$ cat src/rtl/multiplier_nbit_seq.sv
// Sequential shift-and-add multiplier: retires BITS_PER_CYCLE multiplier bits per cycle,
// with signed operands handled as magnitudes plus a result sign.

module adder_nbit_cin #(
  parameter int N         = 8,
  parameter int IMPL_TYPE = 0
) (
  input  logic [N-1:0] i_a,
  input  logic [N-1:0] i_b,
  input  logic         i_cin,
  output logic [N-1:0] o_sum
);
  // Sum is modulo 2^N; carry-out is never needed by the multiplier.
  generate
    if (IMPL_TYPE == 1) begin : g_ripple
      logic [N-1:0] w_c;
      assign w_c[0] = i_cin;
      for (genvar i = 0; i < N; i++) begin : g_bit
        assign o_sum[i] = i_a[i] ^ i_b[i] ^ w_c[i];
        if (i < N - 1) begin : g_carry
          assign w_c[i+1] = (i_a[i] & i_b[i]) | (w_c[i] & (i_a[i] ^ i_b[i]));
        end
      end
    end else begin : g_behav
      assign o_sum = i_a + i_b + {{(N-1){1'b0}}, i_cin};
    end
  endgenerate
endmodule

module multiplier_nbit_seq #(
  parameter int WIDTH          = 32,
  parameter int BITS_PER_CYCLE = 1,
  parameter int IMPL_TYPE      = 0
) (
  input  logic                 clk,
  input  logic                 rst_n,
  input  logic                 in_valid,
  output logic                 in_ready,
  input  logic [WIDTH-1:0]     A,
  input  logic [WIDTH-1:0]     B,
  input  logic                 signed_mode,
  output logic                 out_valid,
  input  logic                 out_ready,
  output logic [2*WIDTH-1:0]   P,
  output logic                 busy,
  output logic [1:0]           dbg_state
);
  // Handshake: a transfer happens on a rising edge where valid and ready are both 1;
  // valid never depends combinationally on ready, and P holds while out_valid waits.
  localparam int STEPS = WIDTH / BITS_PER_CYCLE;
  localparam int CW    = (STEPS > 1) ? $clog2(STEPS) : 1;
  localparam int PW    = 2 * WIDTH;

  typedef enum logic [1:0] {
    S_IDLE = 2'd0,
    S_BUSY = 2'd1,
    S_DONE = 2'd2
  } state_t;

  state_t          r_state;
  logic [PW-1:0]   r_acc;
  logic [PW-1:0]   r_mcand;
  logic [WIDTH-1:0] r_mplier;
  logic            r_sign;
  logic [CW-1:0]   r_cnt;
  logic [PW-1:0]   r_p;
  logic            r_out_valid;

  logic [WIDTH-1:0] w_neg_a;
  logic [WIDTH-1:0] w_neg_b;
  logic [WIDTH-1:0] w_mag_a;
  logic [WIDTH-1:0] w_mag_b;
  logic [PW-1:0]    w_sum [0:BITS_PER_CYCLE];
  logic [PW-1:0]    w_acc_next;
  logic [PW-1:0]    w_acc_neg;

  adder_nbit_cin #(.N(WIDTH), .IMPL_TYPE(IMPL_TYPE)) u_neg_a (
    .i_a(~A), .i_b({WIDTH{1'b0}}), .i_cin(1'b1), .o_sum(w_neg_a)
  );
  adder_nbit_cin #(.N(WIDTH), .IMPL_TYPE(IMPL_TYPE)) u_neg_b (
    .i_a(~B), .i_b({WIDTH{1'b0}}), .i_cin(1'b1), .o_sum(w_neg_b)
  );

  assign w_mag_a = (signed_mode && A[WIDTH-1]) ? w_neg_a : A;
  assign w_mag_b = (signed_mode && B[WIDTH-1]) ? w_neg_b : B;

  // One adder per digit bit; r_mcand already carries the digit's weight.
  assign w_sum[0] = r_acc;
  generate
    for (genvar j = 0; j < BITS_PER_CYCLE; j++) begin : g_pp
      logic [PW-1:0] w_addend;
      assign w_addend = r_mplier[j] ? (r_mcand << j) : {PW{1'b0}};
      adder_nbit_cin #(.N(PW), .IMPL_TYPE(IMPL_TYPE)) u_add (
        .i_a(w_sum[j]), .i_b(w_addend), .i_cin(1'b0), .o_sum(w_sum[j+1])
      );
    end
  endgenerate
  assign w_acc_next = w_sum[BITS_PER_CYCLE];

  adder_nbit_cin #(.N(PW), .IMPL_TYPE(IMPL_TYPE)) u_neg_p (
    .i_a(~w_acc_next), .i_b({PW{1'b0}}), .i_cin(1'b1), .o_sum(w_acc_neg)
  );

  always_ff @(posedge clk or negedge rst_n) begin
    if (!rst_n) begin
      r_state     <= S_IDLE;
      r_acc       <= '0;
      r_mcand     <= '0;
      r_mplier    <= '0;
      r_sign      <= 1'b0;
      r_cnt       <= '0;
      r_p         <= '0;
      r_out_valid <= 1'b0;
    end else begin
      case (r_state)
        S_IDLE: begin
          if (in_valid) begin
            r_mcand  <= {{WIDTH{1'b0}}, w_mag_a};
            r_mplier <= w_mag_b;
            r_sign   <= signed_mode & (A[WIDTH-1] ^ B[WIDTH-1]);
            r_acc    <= '0;
            r_cnt    <= '0;
            r_state  <= S_BUSY;
          end
        end
        S_BUSY: begin
          r_acc    <= w_acc_next;
          r_mcand  <= r_mcand << BITS_PER_CYCLE;
          r_mplier <= r_mplier >> BITS_PER_CYCLE;
          r_cnt    <= r_cnt + 1'b1;
          if (r_cnt == CW'(STEPS - 1)) begin
            r_p         <= r_sign ? w_acc_neg : w_acc_next;
            r_out_valid <= 1'b1;
            r_state     <= S_DONE;
          end
        end
        S_DONE: begin
          if (out_ready) begin
            r_out_valid <= 1'b0;
            r_state     <= S_IDLE;
          end
        end
        default: r_state <= S_IDLE;
      endcase
    end
  end

  assign in_ready  = (r_state == S_IDLE);
  assign busy      = (r_state != S_IDLE);
  assign out_valid = r_out_valid;
  assign P         = r_p;
  assign dbg_state = r_state;
endmodule

$ cat config.mk
export PLATFORM = sky130hd
export DESIGN_NAME = multiplier_nbit_seq
export DESIGN_NICKNAME = d
export VERILOG_FILES = /design/src/rtl/multiplier_nbit_seq.sv
export SDC_FILE = /design/constraint.sdc
export NUM_CORES = 1
export LEC_CHECK = 0
export CAP_MARGIN = 20
export CORE_MARGIN = 2
export CORE_UTILIZATION = 30
export DETAILED_ROUTE_END_ITERATION = 8
export GPL_ROUTABILITY_DRIVEN = 0
export PLACE_DENSITY_LB_ADDON = 0.12
export SYNTH_ARGS = -nofsm -noshare
export SYNTH_HDL_FRONTEND = slang
export SYNTH_SLANG_ARGS = --single-unit
$ cat constraint.sdc
create_clock -name clk -period 4.5 [get_ports clk]
set_input_delay 0.9 -clock clk [delete_from_list [all_inputs] [get_ports clk]]
set_output_delay 0.9 -clock clk [all_outputs]
set_load 0.01 [all_outputs]
==> metrics.cfg, run 1 <==
[drt]
postRouteWirelength_um = 55300
first_pass_iters = 5
routedWlPerCell_um = 18.1
post_drt_via_cell_ratio = 5.21
antenna_left = 0
drt_iter0_markers = 1254
vias = 15900
drc = 0

[cells_and_area]
nets = 2472
drive_gt1_share_pct = 18.5
final_cells = 3059
fillers = 5584
utilization_pct = 40.0
area_growth_pct = 32.5

[critical_path]
startpoint_type = flip-flop
reg2reg_setup_slack_ns = 0.09
critPathKind = flip-flop to flip-flop
path_cells = buf_12, buf_12, and2_1, ha_1, buf_4, nand4_1, nor3_2, buf_4, nand2_1, o211ai_1, nor3_2, o41ai_1, xor2_1, and4bb_2, buf_4, nand4_4, o41ai_4, xnor2_1, o21ai_1
crit_family = simple AND/OR/NAND/NOR gates
timing.rr.end = P[58]
cp_slowest_cell = dfrtp_2
worst-path-max-fanout = 39
crit_arrival_ns = 4.83
worstSetupEndpoint = P[58]
critPathMaxStageDelay_ns = 0.45
critPathCaptureType = flip-flop
crit_top_cell = buf_4
crit_start = r_mplier[0]
cp.required_ns = 4.92
r2r_start = r_mplier[0]
path_depth = 19
crit_buf_inv = 5
r2r_cells = 19

[timing]
rsz0062_at_grt = true
max_clock_freq_mhz = 227
setup_tns_ns = 0
finClkSkew_ns = 0.0304
hold_viol_final = 0
slew_violations = 0
fin_crit_sh_pct = 98.1
min_period_ns = 4.41
relSlewSlack_pct = 21.1
setup_violations = 0
tightest_slew_ns = 1.17

[logic_synthesis]
synth_top_cell_area_share_pct = 35.3
ys_seq_elements = 233
synth_most_common_cell = nand2_1
synthTopCellsByCount = nand2_1 (324), dfrtp_1 (233), o21ai_0 (233)
synth_edf_count = 0
yosys.area.top_type = dfrtp_1
synthArstFlopShare_pct = 100
synth_area_um2 = 16500
seq_area_frac_synth_pct = 35.3
synth.area.top_cells = dfrtp_1 (35%), nand2_1 (7.4%), o21ai_0 (7.1%)
netlist_instances = 2010
synthesis.nets = 2148
ys.flop_type = dfrtp_1
ys_types = 91
yosys_warnings = 0
synth_area_per_cell_um2 = 8.22

[floorplan]
fp.coreArea_um2 = 54800
rows = 86
die_area_um2 = 57000
die_w_um = 239
io_pins = 138
start_util_pct = 30.2
die_y_um = 239

[clock_tree]
cts_tree = yes
cts_htree_levels = 1
cts-root-buf = clkbuf_16
clk_pin_slew_worst_paths_ns = 0.06
cts.path.max_buffers = 3
clkLatencyLatePin_ns = 0.57
clkSinkCount = 233
holdBufCountCts = 0
cts_buffers = 29

[power_and_ir_drop]
power_leakage_nw = 9.39
power.density_nw_per_um2 = 757
peakVddDrop_uv = 341

[job]
maxCapViolations = 0

[grt]
antenna_found_initial = 4
grt_pass1_wl_um = 86900
grt_max_degree = 122
gr-total-overflow = 0
grt_pass1_vias = 15400
track_usage_pct = 19.1

[place]
dp_hpwl_um = 42000
portBuffers = 137
placedCellCount = 2994

[status]
outcome = complete, no violations

[worst_hold_path]
hold_class = input pin to async pin

==> stage by stage <==
stage	total power (W)	worst slack, ns	hold slack (ns)	instance area [um^2]
after global placement	0.0136	-0.0770	0.461	20400
after global routing	0.0179	-0.139	0.308	21900
after CTS	0.0162	0.00208	0.297	21400
after floorplan	0.00916	0.0399	0.449	16500
final	0.0166	0.0872	0.277	21900
after detailed placement	0.0137	-0.0860	0.470	20400
==> worst reg2reg max path, stage by stage (launching register included) <==
cell      delay, ns
dfrtp_2        0.45
buf_12         0.16
buf_12         0.16
and2_1         0.15
ha_1           0.37
buf_4          0.17
nand4_1        0.16
nor3_2         0.23
buf_4          0.15
nand2_1        0.04
o211ai_1       0.29
nor3_2         0.11
o41ai_1        0.40
xor2_1         0.17
and4bb_2       0.37
buf_4          0.17
nand4_4        0.17
o41ai_4        0.32
xnor2_1        0.16
o21ai_1        0.08
==> layout by cell type (no fill, tap or decap), drive strengths merged, types with 75 or more instances in the layout <==
| master | Yosys | final |
|---|---|---|
| clkdlybuf4s50 | 0 | 136 |
| buf | 25 | 273 |
| and2 | 75 | 75 |
| dfrtp | 233 | 233 |
| a21oi | 110 | 110 |
| nor2 | 101 | 101 |
| nand3 | 106 | 106 |
| xor2 | 85 | 85 |
| nand2 | 324 | 324 |
| o21ai | 259 | 259 |
| xnor2 | 80 | 80 |
==> state kept, by name, summed over array words and instances (netlist names) <==
signal	count
r_acc	64
dbg_state	2
P	64
r_mcand	64
out_valid	1
r_mplier	32
r_sign	1
r_cnt	5
==> timing repair <==
item                       4_1_cts  5_1_grt
pin swaps                        8       28
setup endpoints to repair       15       35
resized for setup               11       84
gates cloned                     1        1
setup buffers                    5        6
==> area by class of cell <==
class / instances / area [um^2] / area share (%)
diodes: 2 / 5.00 / 0.0228
clock buffers: 41 / 821 / 3.75
clock inverters: 9 / 128 / 0.583
inverters: 25 / 93.8 / 0.428
multi-input cells: 1635 / 10600 / 48.5
flip-flops and latches: 233 / 5830 / 26.6
well taps: 704 / 881 / 4.02
repair buffers: 410 / 3520 / 16.1
==> worst min path at each step <==
stage / startpoint / end / slack [ns] / cells past startpoint
2_1_floorplan: r_cnt[3] / r_cnt[3] / 0.45 / 1
3_3_place_gp: P[26] / P[26] / 0.46 / 2
3_5_place_dp: P[22] / P[22] / 0.47 / 2
4_1_cts: rst_n / r_mcand[3] / 0.30 / 1
5_1_grt: rst_n / r_mcand[3] / 0.31 / 1
6_report: rst_n / r_mplier[27] / 0.28 / 1
==> where the power goes <==
| part | switching, W | internal (W) | total, W |
|---|---|---|---|
| Combinational | 0.00578 | 0.00474 | 0.0105 |
| Sequential | 0.000701 | 0.00298 | 0.00368 |
| Clock | 0.000956 | 0.00143 | 0.00238 |
==> kinds of logic (layout without fill, tap and decap cells) <==
kind of cell,after synthesis,after routing,synth area share [%]
and+or+nand+nor,773,774,22.8
adders and majority gates,69,69,5.27
AOI/OAI and AO/OA,618,618,23.9
DFF,233,233,35.3
other,0,2,0
buffers and inverters,143,485,3.41
muxes,9,9,0.583
xor gates and xnor gates,165,165,8.74
==> per-layer routing <==
layer	share of wire [%]	vias to the layer above	global-route usage (%)
li1	-	7937	-
met1	52	7523	29.8
met2	39	413	26.5
met3	6.7	65	3.74
met4	1.8	2	4.28
met5	0.020	-	0
Note: power is estimated with default switching activity, not from simulation.
==> inputs of run 2 (changes only) <==
--- a/config.mk
+++ b/config.mk
@@ -13,4 +13,5 @@
 export PLACE_DENSITY_LB_ADDON = 0.12
 export SYNTH_ARGS = -nofsm -noshare
 export SYNTH_HDL_FRONTEND = slang
+export SYNTH_HIERARCHICAL = 1
 export SYNTH_SLANG_ARGS = --single-unit
==> metrics.cfg, run 2 <==
[timing]
setup_violations = 47
hold_viol_final = 0
worst_slack_ns = -0.585
rsz0062_at_grt = true
fin_crit_sh_pct = 113
max_clock_freq_mhz = 197
min_period_ns = 5.09
finClkSkew_ns = 0.0193
tightest_slew_ns = 1.29
setup_tns_ns = -18.78
slew_violations = 0
relSlewSlack_pct = 13.3

[clock_tree]
cts-root-buf = clkbuf_16
cts_htree_levels = 1
holdBufCountCts = 0
cts_buffers = 29
cts_tree = yes
clk_pin_slew_worst_paths_ns = 0.06
clkLatencyLatePin_ns = 0.59
cts.path.max_buffers = 3
clkSinkCount = 233

[floorplan]
die_y_um = 281
io_pins = 138
die_w_um = 281
start_util_pct = 30.3
die_area_um2 = 79000
rows = 101
fp.coreArea_um2 = 75900

[cells_and_area]
final_common_cell = buf_4
final_area_um2 = 31600
diodes = 0
final_cells = 4558
nets = 3768
drive_gt1_share_pct = 24.0
final_cell_mix = buf_4 (501), nand2_1 (284), o21ai_0 (251), dfrtp_1 (232), a21oi_1 (206)
area_growth_pct = 37.3

[grt]
antenna_found_initial = 1
track_usage_pct = 19.0
grt_pass1_vias = 22500
grt_pass1_wl_um = 122000
gr-total-overflow = 0
grt_max_degree = 161

[power_and_ir_drop]
power_leakage_nw = 15.0
peakVddDrop_uv = 339
power.density_nw_per_um2 = 876

[logic_synthesis]
yosys_warnings = 6
yosys.area.top_type = dfrtp_1
ys_seq_elements = 233
ys.flop_type = dfrtp_1
synth_edf_count = 0
ys_types = 111
synth_most_common_cell = nand2_1
seq_area_frac_synth_pct = 25.3
synth_top_cell_area_share_pct = 25.3
synth.area.top_cells = dfrtp_1 (25%), ha_1 (10%), o21ai_0 (6.1%)
synth_area_um2 = 23000
synthTopCellsByCount = nand2_1 (296), o21ai_0 (279), dfrtp_1 (233)
synth_area_per_cell_um2 = 8.06
synthArstFlopShare_pct = 100
netlist_instances = 2857

[place]
placedCellCount = 4435
dp_hpwl_um = 59700
dpl_cell_area_um2 = 29000
portBuffers = 137

[drt]
routedWlPerCell_um = 16.9
first_pass_iters = 5
vias = 22700
drt_iter0_markers = 1097
antenna_left = 0
post_drt_via_cell_ratio = 4.98
drc = 0
postRouteWirelength_um = 77100

[status]
outcome = finished with violations
violations = negative setup slack

[critical_path]
crit_arrival_ns = 5.52
critPathCaptureType = flip-flop
cp.required_ns = 4.93
critPathKind = flip-flop to flip-flop
worst-path-max-fanout = 3
critPathMaxStageDelay_ns = 0.40
startpoint_type = flip-flop
cp_slowest_cell = dfrtp_1

[job]
maxCapViolations = 0

[worst_hold_path]
hold_class = input pin to async pin

[run 2: final cells by class]
cell class | count | area, um^2
Tap cell | 1030 | 1290
Multi-Input combinational cell | 2403 | 17300
Sequential cell | 233 | 5830
Clock inverter | 16 | 203
Timing Repair Buffer | 669 | 5550
Clock buffer | 38 | 820
Fill cell | 7657 | 44300
Inverter | 169 | 634
[run 2: through the flow]
step	worst slack (ns)	power, W	utilization (%)	hold WS (ns)
after global placement	-0.898	0.0224	38.2	0.455
after global routing	-0.886	0.0300	41.6	0.362
final	-0.585	0.0277	41.6	0.301
after floorplan	-0.138	0.0148	-	0.437
after detailed placement	-0.914	0.0225	38.2	0.469
after CTS	-0.737	0.0264	40.8	0.340
[run 2: worst max-delay path: cells and delay by family (launching register included)]
| kind | cells | cell delay (ns) |
|---|---|---|
| DFF | 1 | 0.40 |
| AOI/OAI and AO/OA | 10 | 1.77 |
| muxes | 1 | 0.12 |
| buffers and inverters | 3 | 0.36 |
| and+or+nand+nor | 6 | 1.15 |
| xor gates and xnor gates | 2 | 0.23 |
| adders and majority gates | 3 | 0.89 |
[run 2: per-layer routing]
metal / up-vias / global-route usage (%) / share of wire (%)
met4: 0 / 3.76 / 1.7
met5: - / 0 / 0
met2: 411 / 30.5 / 44
met1: 10800 / 27.7 / 50
met3: 67 / 1.79 / 3.8
li1: 11400 / - / -
[run 2: logic make-up after synthesis]
family | Yosys count | share of synthesized area, %
compound gates | 936 | 26.5
simple gates | 826 | 17.7
buf+inv | 354 | 6.99
flops | 233 | 25.3
fa+ha+maj | 194 | 10.8
xor+xnor | 173 | 6.58
mux | 139 | 6.04
other cells | 2 | 0.0326
[run 2: final timing paths]
kind	from	to	slack (ns)	depth (start not counted)
setup / recovery	r_mplier[0]	P[54]	-0.59	25
hold / removal	rst_n	r_mcand[16]	0.30	1
setup reg to reg	r_mplier[0]	P[54]	-0.59	25
hold reg to reg	P[18]	P[18]	0.47	2
max in group asynchronous	rst_n	P[63]	3.28	2
min in group clk	P[18]	P[18]	0.47	2
[run 2: repair_timing]
item	CTS	global route
endpoints found under the setup margin	46	54
setup buffers	49	27
pin swaps	60	62
endpoints found under the hold margin	0	0
gates resized for setup	107	96
[run 2: report_power, final]
part | leakage [nW] | switching (W) | internal [W]
logic | 11.7 | 0.0110 | 0.0103
registers | 2.84 | 0.000790 | 0.00311
clock network | 0.497 | 0.00101 | 0.00151
total | 15.0 | 0.0128 | 0.0149
==> inputs of run 3 (changes only) <==
--- a/config.mk
+++ b/config.mk
@@ -5,6 +5,7 @@
 export SDC_FILE = /design/constraint.sdc
 export NUM_CORES = 1
 export LEC_CHECK = 0
+export ABC_AREA = 1
 export CAP_MARGIN = 20
 export CORE_MARGIN = 2
 export CORE_UTILIZATION = 30
==> metrics.cfg, run 3 <==
[critical_path]
critPathMaxStageDelay_ns = 0.43
cp_slowest_cell = dfrtp_2
critPathKind = flip-flop to flip-flop
crit_buf_inv = 6
cp.required_ns = 4.99
worst-path-max-fanout = 43
crit_arrival_ns = 4.77
startpoint_type = flip-flop
crit_top_cell = nand2_1
critPathCaptureType = flip-flop
crit_family = simple AND/OR/NAND/NOR gates

[grt]
gr-total-overflow = 0
grt_pass1_vias = 29000
grt_max_degree = 91
track_usage_pct = 22.1
grt_pass1_wl_um = 168000
antenna_found_initial = 2

[clock_tree]
cts_buffers = 31
cts_tree = yes
clkLatencyLatePin_ns = 0.61
clk_pin_slew_worst_paths_ns = 0.06
cts_htree_levels = 1
cts.path.max_buffers = 3
cts-root-buf = clkbuf_16
clkSinkCount = 233

[cells_and_area]
diodes = 0
area_growth_pct = 20.0
seq_area_um2 = 5840
multi_input_area_um2 = 18800
utilization_pct = 36.4
final_cells = 6851
drive_gt1_share_pct = 9.04
final_cell_mix = nand2_1 (2296), inv_1 (1147), nor2_1 (308), dfrtp_1 (231), nand3_1 (211)
fillers = 10800
final_common_cell = nand2_1
nets = 5835

[place]
portBuffers = 137
place_ws_ns = 0.0379
placedCellCount = 6791
dp_hpwl_um = 90600

[logic_synthesis]
netlist_instances = 5238
yosys_warnings = 6
synth_area_um2 = 28400
seq_area_frac_synth_pct = 20.5
synthTopCellsByCount = nand2_1 (2321), inv_1 (1158), nor2_1 (336)
ys.flop_type = dfrtp_1
ys_types = 38
synth_most_common_cell = nand2_1
synthArstFlopShare_pct = 100
ys_seq_elements = 233
synth_top_cell_area_share_pct = 30.6
synth.area.top_cells = nand2_1 (31%), dfrtp_1 (21%), inv_1 (15%)
yosys.area.top_type = nand2_1
synth_area_per_cell_um2 = 5.43
synth_edf_count = 0

[timing]
slew_violations = 0
max_clock_freq_mhz = 234
worst_slack_ns = 0.225
hold_viol_final = 0
fin_crit_sh_pct = 95.0
rsz0062_at_grt = true
min_period_ns = 4.27
finClkSkew_ns = 0.0174
setup_tns_ns = 0
setup_violations = 0
tightest_slew_ns = 0.905
relSlewSlack_pct = 39.7
whs_ns = 0.305

[drt]
first_pass_iters = 6
antenna_left = 0
drt_iter0_markers = 1985
drc = 0
post_drt_via_cell_ratio = 4.40
postRouteWirelength_um = 109000
routedWlPerCell_um = 15.9
vias = 30200

[floorplan]
io_pins = 138
die_area_um2 = 97300
rows = 112
die_y_um = 312
fp.coreArea_um2 = 93600
die_w_um = 312
start_util_pct = 30.4

[worst_hold_path]
hold_class = input pin to async pin

[power_and_ir_drop]
peakVddDrop_uv = 369
power_leakage_nw = 20.6
power.density_nw_per_um2 = 635

[status]
outcome = complete, no violations

[job]
maxCapViolations = 0

-- run 3: layout make-up --
type / instances / share of cell area [%]
Multi-Input combinational cell: 3862 / 55.0
Sequential cell: 233 / 17.1
Timing Repair Buffer: 255 / 6.91
Tap cell: 1254 / 4.60
Inverter: 1189 / 13.1
Clock inverter: 21 / 0.895
Clock buffer: 37 / 2.40
-- run 3: kinds of logic after synthesis --
| kind of cell | Yosys count | share of synthesized area, % |
|---|---|---|
| AND/OR/NAND/NOR | 3101 | 44.4 |
| AO/OA/AOI/OAI | 336 | 6.08 |
| flip-flops | 233 | 20.5 |
| XOR/XNOR | 96 | 2.96 |
| other | 2 | 0.0264 |
| adder cells (fa/ha/maj) | 194 | 8.75 |
| buffers and inverters | 1276 | 17.3 |
-- run 3: routing by layer --
layer | wire length [um] | vias to the layer above | global-route usage [%] | part of all wire (%)
li1 | - | 16000 | - | -
met1 | 50500 | 13400 | 29.3 | 47
met2 | 49500 | 622 | 37.8 | 46
met3 | 4860 | 125 | 2.40 | 4.5
met4 | 3750 | 4 | 5.97 | 3.5
met5 | 24 | - | 0 | 0.022
-- run 3: power by group --
| part | total [W] | switching [W] | leakage, nW | internal [W] |
|---|---|---|---|---|
| Clock | 0.00277 | 0.00111 | 0.545 | 0.00166 |
| Combinational | 0.0151 | 0.00992 | 17.2 | 0.00521 |
| Sequential | 0.00376 | 0.000774 | 2.82 | 0.00299 |
-- run 3: worst paths after layout --
path                         startpoint            to  slack [ns]  depth (start not counted)
setup / recovery            r_mplier[0]         P[46]        0.23                         27
min in group clk           r_mplier[25]  r_mplier[25]        0.48                          2
setup reg to reg            r_mplier[0]         P[46]        0.23                         27
hold reg to reg            r_mplier[25]  r_mplier[25]        0.48                          2
max in group asynchronous         rst_n  r_mplier[13]        3.22                          2
hold / removal                    rst_n   r_mcand[47]        0.30                          1
-- run 3: repair_timing --
item	in CTS	in global routing
setup buffers	0	1
hold buffers	0	0
setup endpoints to repair	0	45
resized for setup	0	151
-- run 3: metrics by stage --
step	total power [W]	instance area (um^2)
floorplan	0.0124	28900
global placement	0.0177	32400
detailed placement	0.0177	32400
CTS	0.0206	33500
global route	0.0236	34100
finish	0.0217	34100
